[config.mk]
export PLATFORM = sky130hd
export DESIGN_NAME = reorder_buffer
export DESIGN_NICKNAME = d
export VERILOG_FILES = /design/src/rtl/reorder_buffer.sv
export SDC_FILE = /design/constraint.sdc
export NUM_CORES = 1
export LEC_CHECK = 0
export ABC_AREA = 1
export BUFFER_PORTS_ARGS = -buffer_cell sky130_fd_sc_hd__buf_2
export CORE_ASPECT_RATIO = 1.25
export CORE_MARGIN = 2
export CORE_UTILIZATION = 34
export DETAILED_ROUTE_END_ITERATION = 16
export GPL_TIMING_DRIVEN = 1
export HOLD_SLACK_MARGIN = 0.03
export PLACE_DENSITY = 0.51
export SYNTH_ARGS = -nofsm -noshare
export SYNTH_HDL_FRONTEND = slang
export SYNTH_SLANG_ARGS = --single-unit
[constraint.sdc]
create_clock -name clk_in -period 3.52 [get_ports clk_in]
set_input_delay 0.176 -clock clk_in [delete_from_list [all_inputs] [get_ports clk_in]]
set_output_delay 0.176 -clock clk_in [all_outputs]
set_load 0.02 [all_outputs]
[src/rtl/reorder_buffer.sv]
// reorder_buffer: circular in-order retirement buffer between issue and the register file.
// Entries are allocated at issue, completed from the CDB and retired from the head one per cycle.
// Optional feature: define ROB_OPERAND_FWD_EN to add combinational operand query ports
// (qry_tag1/2 -> qry_ready1/2, qry_val1/2) with same-cycle CDB forwarding.
module reorder_buffer #(
  parameter int unsigned ROB_SIZE_BIT = 3
) (
  input  logic                    clk_in,
  input  logic                    rst_in,
  input  logic                    rdy_in,
  input  logic                    issue_valid,
  input  logic [1:0]              issue_type,
  input  logic [4:0]              issue_rd,
  input  logic                    issue_ready,
  input  logic [31:0]             issue_val,
  input  logic                    issue_pred_jump,
  output logic                    rob_full,
  output logic [ROB_SIZE_BIT-1:0] rob_tail,
  input  logic                    cdb_valid,
  input  logic [ROB_SIZE_BIT-1:0] cdb_tag,
  input  logic [31:0]             cdb_val,
  input  logic                    cdb_jump,
  input  logic [31:0]             cdb_addr,
`ifdef ROB_OPERAND_FWD_EN
  input  logic [ROB_SIZE_BIT-1:0] qry_tag1,
  input  logic [ROB_SIZE_BIT-1:0] qry_tag2,
  output logic                    qry_ready1,
  output logic                    qry_ready2,
  output logic [31:0]             qry_val1,
  output logic [31:0]             qry_val2,
`endif
  output logic [4:0]              rob_set_idx,
  output logic [31:0]             rob_set_reg_val,
  output logic [ROB_SIZE_BIT-1:0] rob_set_recorder,
  output logic                    store_go,
  output logic [ROB_SIZE_BIT-1:0] store_tag,
  output logic                    rob_clear,
  output logic [31:0]             clear_pc
);

  localparam int unsigned TAG_W    = ROB_SIZE_BIT;
  localparam int unsigned CNT_W    = ROB_SIZE_BIT + 1;
  localparam int unsigned ROB_SIZE = 1 << ROB_SIZE_BIT;

  localparam logic [1:0] TYPE_STORE  = 2'd1;
  localparam logic [1:0] TYPE_BRANCH = 2'd2;

  // Per-entry state
  logic             ent_busy      [ROB_SIZE];
  logic             ent_ready     [ROB_SIZE];
  logic [1:0]       ent_type      [ROB_SIZE];
  logic [4:0]       ent_rd        [ROB_SIZE];
  logic [31:0]      ent_val       [ROB_SIZE];
  logic             ent_pred_jump [ROB_SIZE];
  logic             ent_jump      [ROB_SIZE];
  logic [31:0]      ent_addr      [ROB_SIZE];

  logic [TAG_W-1:0] head;
  logic [CNT_W-1:0] count;
  logic [CNT_W-1:0] count_nxt;

  logic commit_fire;
  logic head_is_store;
  logic head_is_branch;
  logic mispredict;
  logic issue_fire;
  logic cdb_fire;

  // Per-cycle decisions, all taken from registered state
  always_comb begin
    commit_fire    = ent_busy[head] && ent_ready[head];
    head_is_store  = (ent_type[head] == TYPE_STORE);
    head_is_branch = (ent_type[head] == TYPE_BRANCH);
    mispredict     = commit_fire && head_is_branch &&
                     (ent_jump[head] != ent_pred_jump[head]);
    issue_fire     = issue_valid && !rob_full && !rob_clear && !mispredict;
    cdb_fire       = cdb_valid && !rob_clear && ent_busy[cdb_tag];

    count_nxt = count;
    if (issue_fire && !commit_fire) begin
      count_nxt = count + CNT_W'(1);
    end else if (!issue_fire && commit_fire) begin
      count_nxt = count - CNT_W'(1);
    end
  end

  // Entry array: CDB capture, retire release, allocation and flush
  always_ff @(posedge clk_in) begin
    if (rst_in) begin
      for (int unsigned i = 0; i < ROB_SIZE; i++) begin
        ent_busy[i]  <= 1'b0;
        ent_ready[i] <= 1'b0;
      end
    end else if (rdy_in) begin
      if (mispredict) begin
        for (int unsigned i = 0; i < ROB_SIZE; i++) begin
          ent_busy[i]  <= 1'b0;
          ent_ready[i] <= 1'b0;
        end
      end else begin
        if (cdb_fire) begin
          ent_ready[cdb_tag] <= 1'b1;
          ent_val[cdb_tag]   <= cdb_val;
          ent_jump[cdb_tag]  <= cdb_jump;
          ent_addr[cdb_tag]  <= cdb_addr;
        end
        if (commit_fire) begin
          ent_busy[head]  <= 1'b0;
          ent_ready[head] <= 1'b0;
        end
        if (issue_fire) begin
          ent_busy[rob_tail]      <= 1'b1;
          ent_ready[rob_tail]     <= issue_ready;
          ent_type[rob_tail]      <= issue_type;
          ent_rd[rob_tail]        <= issue_rd;
          ent_val[rob_tail]       <= issue_val;
          ent_pred_jump[rob_tail] <= issue_pred_jump;
          // A branch resolved at issue is taken as correctly predicted
          ent_jump[rob_tail]      <= issue_pred_jump;
          ent_addr[rob_tail]      <= 32'd0;
        end
      end
    end
  end

  // Head/tail pointers, occupancy and the registered full flag
  always_ff @(posedge clk_in) begin
    if (rst_in) begin
      head     <= '0;
      rob_tail <= '0;
      count    <= '0;
      rob_full <= 1'b0;
    end else if (rdy_in) begin
      if (mispredict) begin
        head     <= '0;
        rob_tail <= '0;
        count    <= '0;
        rob_full <= 1'b0;
      end else begin
        if (commit_fire) begin
          head <= head + TAG_W'(1);
        end
        if (issue_fire) begin
          rob_tail <= rob_tail + TAG_W'(1);
        end
        count    <= count_nxt;
        rob_full <= (count_nxt == CNT_W'(ROB_SIZE));
      end
    end
  end

  // Retirement outputs: register write, store release and flush request
  always_ff @(posedge clk_in) begin
    if (rst_in) begin
      rob_set_idx      <= 5'd0;
      rob_set_reg_val  <= 32'd0;
      rob_set_recorder <= '0;
      store_go         <= 1'b0;
      store_tag        <= '0;
      rob_clear        <= 1'b0;
      clear_pc         <= 32'd0;
    end else if (rdy_in) begin
      rob_set_idx <= 5'd0;
      store_go    <= 1'b0;
      rob_clear   <= 1'b0;
      if (commit_fire) begin
        if (head_is_store) begin
          store_go  <= 1'b1;
          store_tag <= head;
        end else if (!head_is_branch || (ent_rd[head] != 5'd0)) begin
          rob_set_idx      <= ent_rd[head];
          rob_set_reg_val  <= ent_val[head];
          rob_set_recorder <= head;
        end
        if (mispredict) begin
          rob_clear <= 1'b1;
          clear_pc  <= ent_addr[head];
        end
      end
    end
  end

`ifdef ROB_OPERAND_FWD_EN
  // Operand lookup for the decoder, bypassing a result broadcast this cycle
  always_comb begin
    qry_ready1 = ent_ready[qry_tag1];
    qry_val1   = ent_val[qry_tag1];
    qry_ready2 = ent_ready[qry_tag2];
    qry_val2   = ent_val[qry_tag2];
    if (cdb_valid && (cdb_tag == qry_tag1)) begin
      qry_ready1 = 1'b1;
      qry_val1   = cdb_val;
    end
    if (cdb_valid && (cdb_tag == qry_tag2)) begin
      qry_ready2 = 1'b1;
      qry_val2   = cdb_val;
    end
  end
`endif

endmodule
==> summary.md, run 1 <==
| Metric | Value |
|---|---|
| Status | `finished clean` |
| Via/cell ratio | `5.05` |
| Pleak | `15.5 nW` |
| Post-synthesis cell area | `0.0312 mm^2` |
| Critical Path End Type | `flip-flop` |
| Number of buffers added on ports | `194` |
| Longest Clk Path Bufs | `3` |
| Area leader, netlist | `edfxtp_1` |
| Startpoint class of the critical path | `flip-flop` |
| Worst hold-check path type | `primary input to flip-flop` |
| Final worst-path cycle share | `92.0%` |
| Syn_area_per_cell | `8.13 um^2` |
| Commonest non-fill, non-tap cells in the layout | `790 x nand2_1, 609 x o21ai_0, 484 x nor2_1, 361 x dfxtp_1, 328 x edfxtp_1` |
| Clock transition at path regs | `0.06 ns` |
| Starting Density | `34.2%` |
| Utilization after layout | `40.5%` |
| Final WL | `101 mm` |
| Tmin final | `3.24 ns` |
| Relative slew slack | `33.6%` |
| Largest net degree at the start of global routing | `122` |
| Fin area | `0.0370 mm^2` |
| ANT nets after route | `0` |
| Synth top area share | `31.6%` |
| Critical path data arrival time | `3.62 ns` |
| Post-synth ARST share | `0%` |
| Skew final | `0.0339 ns` |
| Max-slew violation count | `0` |
| # IOs | `195` |
| Post-synth EDFFs | `328` |
| Most common cell after layout, fill and taps aside | `nand2_1` |
| Crit Path Category | `flip-flop to flip-flop` |
| Die span in y | `343 um` |
| Setup_tns | `0 ns` |
| Req. time, crit path | `3.90 ns` |
| CP top delay family | `buffers and inverters` |
| CP Cell Sequence | `inv_2, buf_6, nand2_1, nand3_1, nand2_1, nand2_1, nand2_1, nand3_1, o21ai_1, nor2_1, nand2_1, nor2_4, nand2_2, buf_4, o21ai_0, dlygate4sd3_1` |
| Yosys reg bits | `691` |
| Number of global-route vias before repair | `25,094` |
| Setup repair after global routing missed its margin | `false` |
| Top FF cell, synth | `dfxtp_1` |
| Worst-margin pin slew | `0.996 ns` |
| Worst skew pair latency | `0.65 ns` |
| Pwr dens | `477 mW/mm^2` |
| First-pass GRT wire length | `154 mm` |
| Crit path buf inv count | `4` |
| Full die area | `0.0942 mm^2` |
| Max VDD drop | `488 uV` |
| Worst Hold Slack | `0.106 ns` |
| Core Box Area | `0.0912 mm^2` |
| RD Place Congestion | `0.794` |
| DR vias | `26,388` |
| Number of buffers created by CTS | `78` |
| Drt drc | `0` |
| Max_cap viols | `0` |
| Most used cell, CP | `nand2_1` |
| Int Power | `13.6 mW` |
| Final cell count without fillers | `5,222` |
| Worst path slowest cell | `dlygate4sd3_1` |
| Pre-antenna DRT Iters | `5` |
| Switching power | `3.98 mW` |
| Grt ovf | `0` |
| Placed cell area | `0.0333 mm^2` |
| TritonCTS clock tree | `done` |
| Synth Warn # | `0` |
| Initial DRC count | `2,132` |
| Syn_nets | `3,952` |
| DP HPWL | `59.6 mm` |
| Sequential area share after synthesis | `54.9%` |
| Slowest stage delay, CP | `0.56 ns` |
| Switching portion of total power | `22.6%` |
| Clk pwr share | `46.0%` |
| Number of core rows | `124` |
| Combinational Power Share | `5.3%` |
| Dpl cells | `4,971` |
| FMAX | `309 MHz` |
| Layout area overhead | `18.5%` |
| Clk sinks | `691` |
| Per-cell routed wire length | `19.4 um` |
| DIE WIDTH | `275 um` |
| Layout cells sized above 1 | `10.8%` |
| Seq pwr share | `48.8%` |
| Worst-path fanout max | `25` |
| Endpoints failing setup | `0` |
| Netlist cell types | `37` |
| Largest cells by area after synthesis | `edfxtp_1 32%, dfxtp_1 23%, o21ai_0 9.8%, nand2_1 9.6%, nor2_1 5.9%` |
| Number of cells produced by synthesis | `3,834` |
| Clock root cell | `clkbuf_16` |
| H-tree levels | `3` |
| # nets final | `4,083` |
| Initial antenna violation count | `8` |
| Final hold violations | `0` |
| Overall Global Routing Usage | `21.3%` |
[final timing paths]
check                       start         endpoint  slack (ns)  depth (start not counted)
setup reg to reg        flip-flop    ent_val[5][2]        0.28                         16
hold reg to reg   ent_addr[5][14]  ent_addr[5][14]        0.46                          2
hold / removal      issue_val[31]   ent_val[0][31]        0.11                          3
setup / recovery        flip-flop    ent_val[5][2]        0.28                         16
[worst register-to-register path, stage by stage (launching register included)]
cell           delay (ns)
dfxtp_2              0.45
inv_2                0.10
buf_6                0.18
nand2_1              0.09
nand3_1              0.06
nand2_1              0.08
nand2_1              0.05
nand2_1              0.11
nand3_1              0.12
o21ai_1              0.31
nor2_1               0.10
nand2_1              0.16
nor2_4               0.07
nand2_2              0.13
buf_4                0.28
o21ai_0              0.12
dlygate4sd3_1        0.56
[through the flow]
step                total power [mW]  worst slack (ns)
floorplan                       9.32             0.378
global placement                9.59             0.259
detailed placement              9.60             0.209
CTS                             17.8            0.0674
global route                    18.3            0.0397
finish                          17.6             0.282
[timing repair]
item                                    CTS  global route
hold endpoints to repair                610             0
hold buffers                            111             0
setup buffers                             0             0
endpoints found under the setup margin    0           107
resized for setup                         0             5
[Yosys cell counts, drive strengths merged (65+ instances only)]
| master | count |
|---|---|
| a21oi | 274 |
| buf | 114 |
| clkbuf | 227 |
| dfxtp | 363 |
| edfxtp | 328 |
| inv | 209 |
| nand2 | 803 |
| nand3 | 230 |
| nor2 | 488 |
| o21a | 65 |
| o21ai | 620 |
[final cells by class]
class                   instances  area [um^2]
clock inverters                18          198
clock buffers                 120         2320
diodes                          2         5.00
multi-input cells            2593        12000
inverters                     209          792
repair buffers                392         3060
well taps                    1197         1500
flip-flops and latches        691        17100
fillers                      9200        54300
[logic make-up after synthesis]
kind of cell    share of synthesized area [%]
mux                                    0.0642
xor+xnor                               0.0562
flops                                    54.9
compound gates                           17.2
fa+ha+maj                               0.160
simple gates                             20.4
buf+inv                                  7.23
[registers in the layout, summed over array words and instances (netlist names), 4 cells and up, named ones only]
signal / count
ent_type: 16
ent_rd: 40
count: 4
rob_set_reg_val: 32
ent_addr: 256
ent_val: 256
ent_ready: 8
ent_busy: 8
ent_jump: 8
clear_pc: 32
ent_pred_jump: 8
rob_set_idx: 5
[layer usage]
layer / up-vias / global-route usage (%) / wire length, um / share of wire (%)
met5: - / 0 / 52 / 0.051
met4: 8 / 6.54 / 2480 / 2.5
met3: 150 / 2.88 / 4950 / 4.9
met2: 670 / 37.1 / 49900 / 49
met1: 12455 / 27.3 / 44000 / 43
li1: 13105 / - / - / -
[power by group through the flow]
stage,Clock [mW],Sequential [mW],Combinational [mW]
3_5_place_dp,0,8.77,0.827
5_1_grt,8.59,8.61,1.06
6_report,8.11,8.60,0.927
3_3_place_gp,0,8.77,0.814
2_1_floorplan,0,8.77,0.551
4_1_cts,8.28,8.60,0.933
(Power assumes the default switching activity.)
==> run 2: changes to the inputs <==
Clock period 3.52 ns to 3.1 ns, I/O delays scaled along.
==> run 2 against run 1 <==
  * First-iteration DRC count fell by 11%
  * Clock skew rose by 0.0045 ns
  * Largest power group unchanged
  * Total power rose by 13%
  * Sequential share of layout area fell by 0.36 points
  * Core utilization rose by 0.32 points
  * Count of clock-buffer cells in the layout fell by 4
  * Final area rose by 0.78%
  * Largest cell class unchanged
  * Die area did not move
  * Register-to-register slack got worse by 0.06 ns
  * Hold slack got worse by 0.044 ns
==> summary.md, run 2 (synthesis gave the netlist of run 1 again) <==
| Metric | Value |
|---|---|
| DIE WIDTH | `275 um (unchanged)` |
| Tmin final | `2.88 ns (was 3.24 ns)` |
| Diodes inserted | `0 (was 2)` |
| Relative slew slack | `37.1% (was 33.6%)` |
| Number of global-route vias before repair | `25,740 (was 25,094)` |
| Longest Clk Path Bufs | `3 (unchanged)` |
| Pre-antenna DRT Iters | `6 (was 5)` |
| Utilization after layout | `40.8% (was 40.5%)` |
| Worst-margin pin slew | `0.943 ns (was 0.996 ns)` |
| Core Box Area | `0.0912 mm^2 (unchanged)` |
| Pwr dens | `534 mW/mm^2 (was 477 mW/mm^2)` |
| Number of buffers added on ports | `194 (unchanged)` |
| Skew final | `0.0384 ns (was 0.0339 ns)` |
| ANT nets after route | `0 (unchanged)` |
| TritonCTS clock tree | `done (unchanged)` |
| Fin area | `0.0372 mm^2 (was 0.0370 mm^2)` |
| Layout area overhead | `19.4% (was 18.5%)` |
| Drt drc | `0 (unchanged)` |
| Req. time, crit path | `3.42 ns (was 3.90 ns)` |
| Clock root cell | `clkbuf_16 (unchanged)` |
| Initial DRC count | `1,901 (was 2,132)` |
| Worst path slowest cell | `dfxtp_1 (was dlygate4sd3_1)` |
| Overall Global Routing Usage | `21.8% (was 21.3%)` |
| Worst hold-check path type | `primary input to flip-flop (unchanged)` |
| Die span in y | `343 um (unchanged)` |
| FMAX | `348 MHz (was 309 MHz)` |
| Final worst-path cycle share | `92.8% (was 92.0%)` |
| # nets final | `4,108 (was 4,083)` |
| Endpoints failing setup | `0 (unchanged)` |
| Largest net degree at the start of global routing | `77 (was 122)` |
| Grt ovf | `0 (unchanged)` |
| RD Place Congestion | `0.814 (was 0.794)` |
| Max-slew violation count | `0 (unchanged)` |
| Clk sinks | `691 (unchanged)` |
| Status | `finished clean (unchanged)` |
| H-tree levels | `3 (unchanged)` |
| First-pass GRT wire length | `157 mm (was 154 mm)` |
| Most used cell, CP | `nand2_1 (unchanged)` |
| Overall power | `19.9 mW (was 17.6 mW)` |
| Layout cells sized above 1 | `11.4% (was 10.8%)` |
| Slowest stage delay, CP | `0.47 ns (was 0.56 ns)` |
| Worst Hold Launch | `issue_val[31] (unchanged)` |
| Initial antenna violation count | `6 (was 8)` |
| Worst-path fanout max | `24 (was 25)` |
| Worst skew pair latency | `0.66 ns (was 0.65 ns)` |
| Crit Path Category | `flip-flop to flip-flop (unchanged)` |
| Most common cell after layout, fill and taps aside | `nand2_1 (unchanged)` |
| Post-route setup slack | `0.223 ns (was 0.282 ns)` |
| # IOs | `195 (unchanged)` |
| Final WL | `103 mm (was 101 mm)` |
| Clock transition at path regs | `0.06 ns (about the same)` |
| Fillers | `9,349 (was 9,200)` |
| Via/cell ratio | `5.08 (was 5.05)` |
| Worst Hold Slack | `0.0618 ns (was 0.106 ns)` |
| Startpoint class of the critical path | `flip-flop (unchanged)` |
| DP HPWL | `60.2 mm (was 59.6 mm)` |
| Top Registers | `ent_addr: 256 flops, ent_val: 256 flops, ent_rd: 40 flops (unchanged)` |
| Setup repair after global routing missed its margin | `true (was false)` |
| Full die area | `0.0942 mm^2 (unchanged)` |
| Final hold violations | `0 (unchanged)` |
| Per-cell routed wire length | `19.6 um (was 19.4 um)` |
| Max_cap viols | `0 (unchanged)` |
| DR vias | `26,681 (was 26,388)` |
| Number of buffers created by CTS | `77 (was 78)` |
| Number of core rows | `124 (unchanged)` |
| Commonest non-fill, non-tap cells in the layout | `790 x nand2_1, 609 x o21ai_0, 484 x nor2_1, 362 x dfxtp_1, 328 x edfxtp_1 (was 790 x nand2_1, 609 x o21ai_0, 484 x nor2_1, 361 x dfxtp_1, 328 x edfxtp_1)` |
| Pre-CTS setup slack | `0.0967 ns (was 0.209 ns)` |
| Pleak | `15.7 nW (was 15.5 nW)` |
| Placed cell area | `0.0337 mm^2 (was 0.0333 mm^2)` |
| Starting Density | `34.2% (unchanged)` |
| Critical Path End Type | `flip-flop (unchanged)` |
| CP Cell Sequence | `buf_6, nand2_1, nand3_1, nand2_1, nand2_1, nand2_1, nand3_1, o21ai_1, nor2_1, nand2_1, nor2_2, nand3_2, nand2_2, buf_12 (was inv_2, buf_6, nand2_1, nand3_1, nand2_1, nand2_1, nand2_1, nand3_1, o21ai_1, nor2_1, nand2_1, nor2_4, nand2_2, buf_4, o21ai_0, dlygate4sd3_1)` |
| Max VDD drop | `411 uV (was 488 uV)` |
| Critical path data arrival time | `3.20 ns (was 3.62 ns)` |
## run 2: cell types whose count changed in the layout (fill, tap and decap cells not counted), moves of 3 or more
cell	before	now
clkbuf_16	80	77
inv_16	0	3
dlygate4sd3_1	111	107
clkbuf_1	23	29
buf_4	60	77
buf_12	25	38
clkbuf_8	17	10
## run 2: timing repair
item	in CTS	in global routing
setup buffers	0	0
hold buffers	107	0
resized for setup	0	5
setup endpoints to repair	0	75
endpoints found under the hold margin	610	0
## run 2: area by class of cell
| cell class | instances | area [um^2] | area share, % |
|---|---|---|---|
| Clock inverter | 25 | 295 | 0.793 |
| Tap cell | 1197 | 1500 | 4.02 |
| Sequential cell | 691 | 17100 | 46.0 |
| Clock buffer | 116 | 2170 | 5.84 |
| Multi-Input combinational cell | 2593 | 12000 | 32.1 |
| Inverter | 209 | 798 | 2.14 |
| Timing Repair Buffer | 418 | 3400 | 9.14 |
## run 2: per-layer routing
layer	vias up	wire [um]	global-route usage [%]
li1	13138	-	-
met1	12658	44000	27.4
met2	698	50800	38.0
met3	177	5530	3.42
met4	10	2690	7.11
met5	-	61	0
## run 2: path summary, 6_finish.rpt
kind                     end  slack, ns  depth (start not counted)
max           ent_val[1][12]       0.22                         14
min reg2reg  ent_addr[5][25]       0.45                          2
max reg2reg   ent_val[1][12]       0.22                         14
min           ent_val[4][31]       0.06                          3
## run 2: metrics by stage
stage                     instances  TNS, ns
after floorplan                3834        0
after global placement         5001        0
after global routing           5249  -0.0212
after detailed placement       5001        0
after CTS                      5249        0
final                          5249        0
## run 2: critical path: cells and delay by family, from the launching register on
kind	cells	cell delay, ns
and+or+nand+nor	11	1.43
buffers and inverters	2	0.47
DFF	1	0.47
AOI/OAI and AO/OA	1	0.14
## run 2: power by group
group	total [mW]	leakage [nW]	switching [mW]	internal [mW]
logic	1.05	8.58	0.664	0.388
registers	9.77	5.89	0.0523	9.71
clock network	9.06	1.20	3.97	5.09
total	19.9	15.7	4.69	15.2
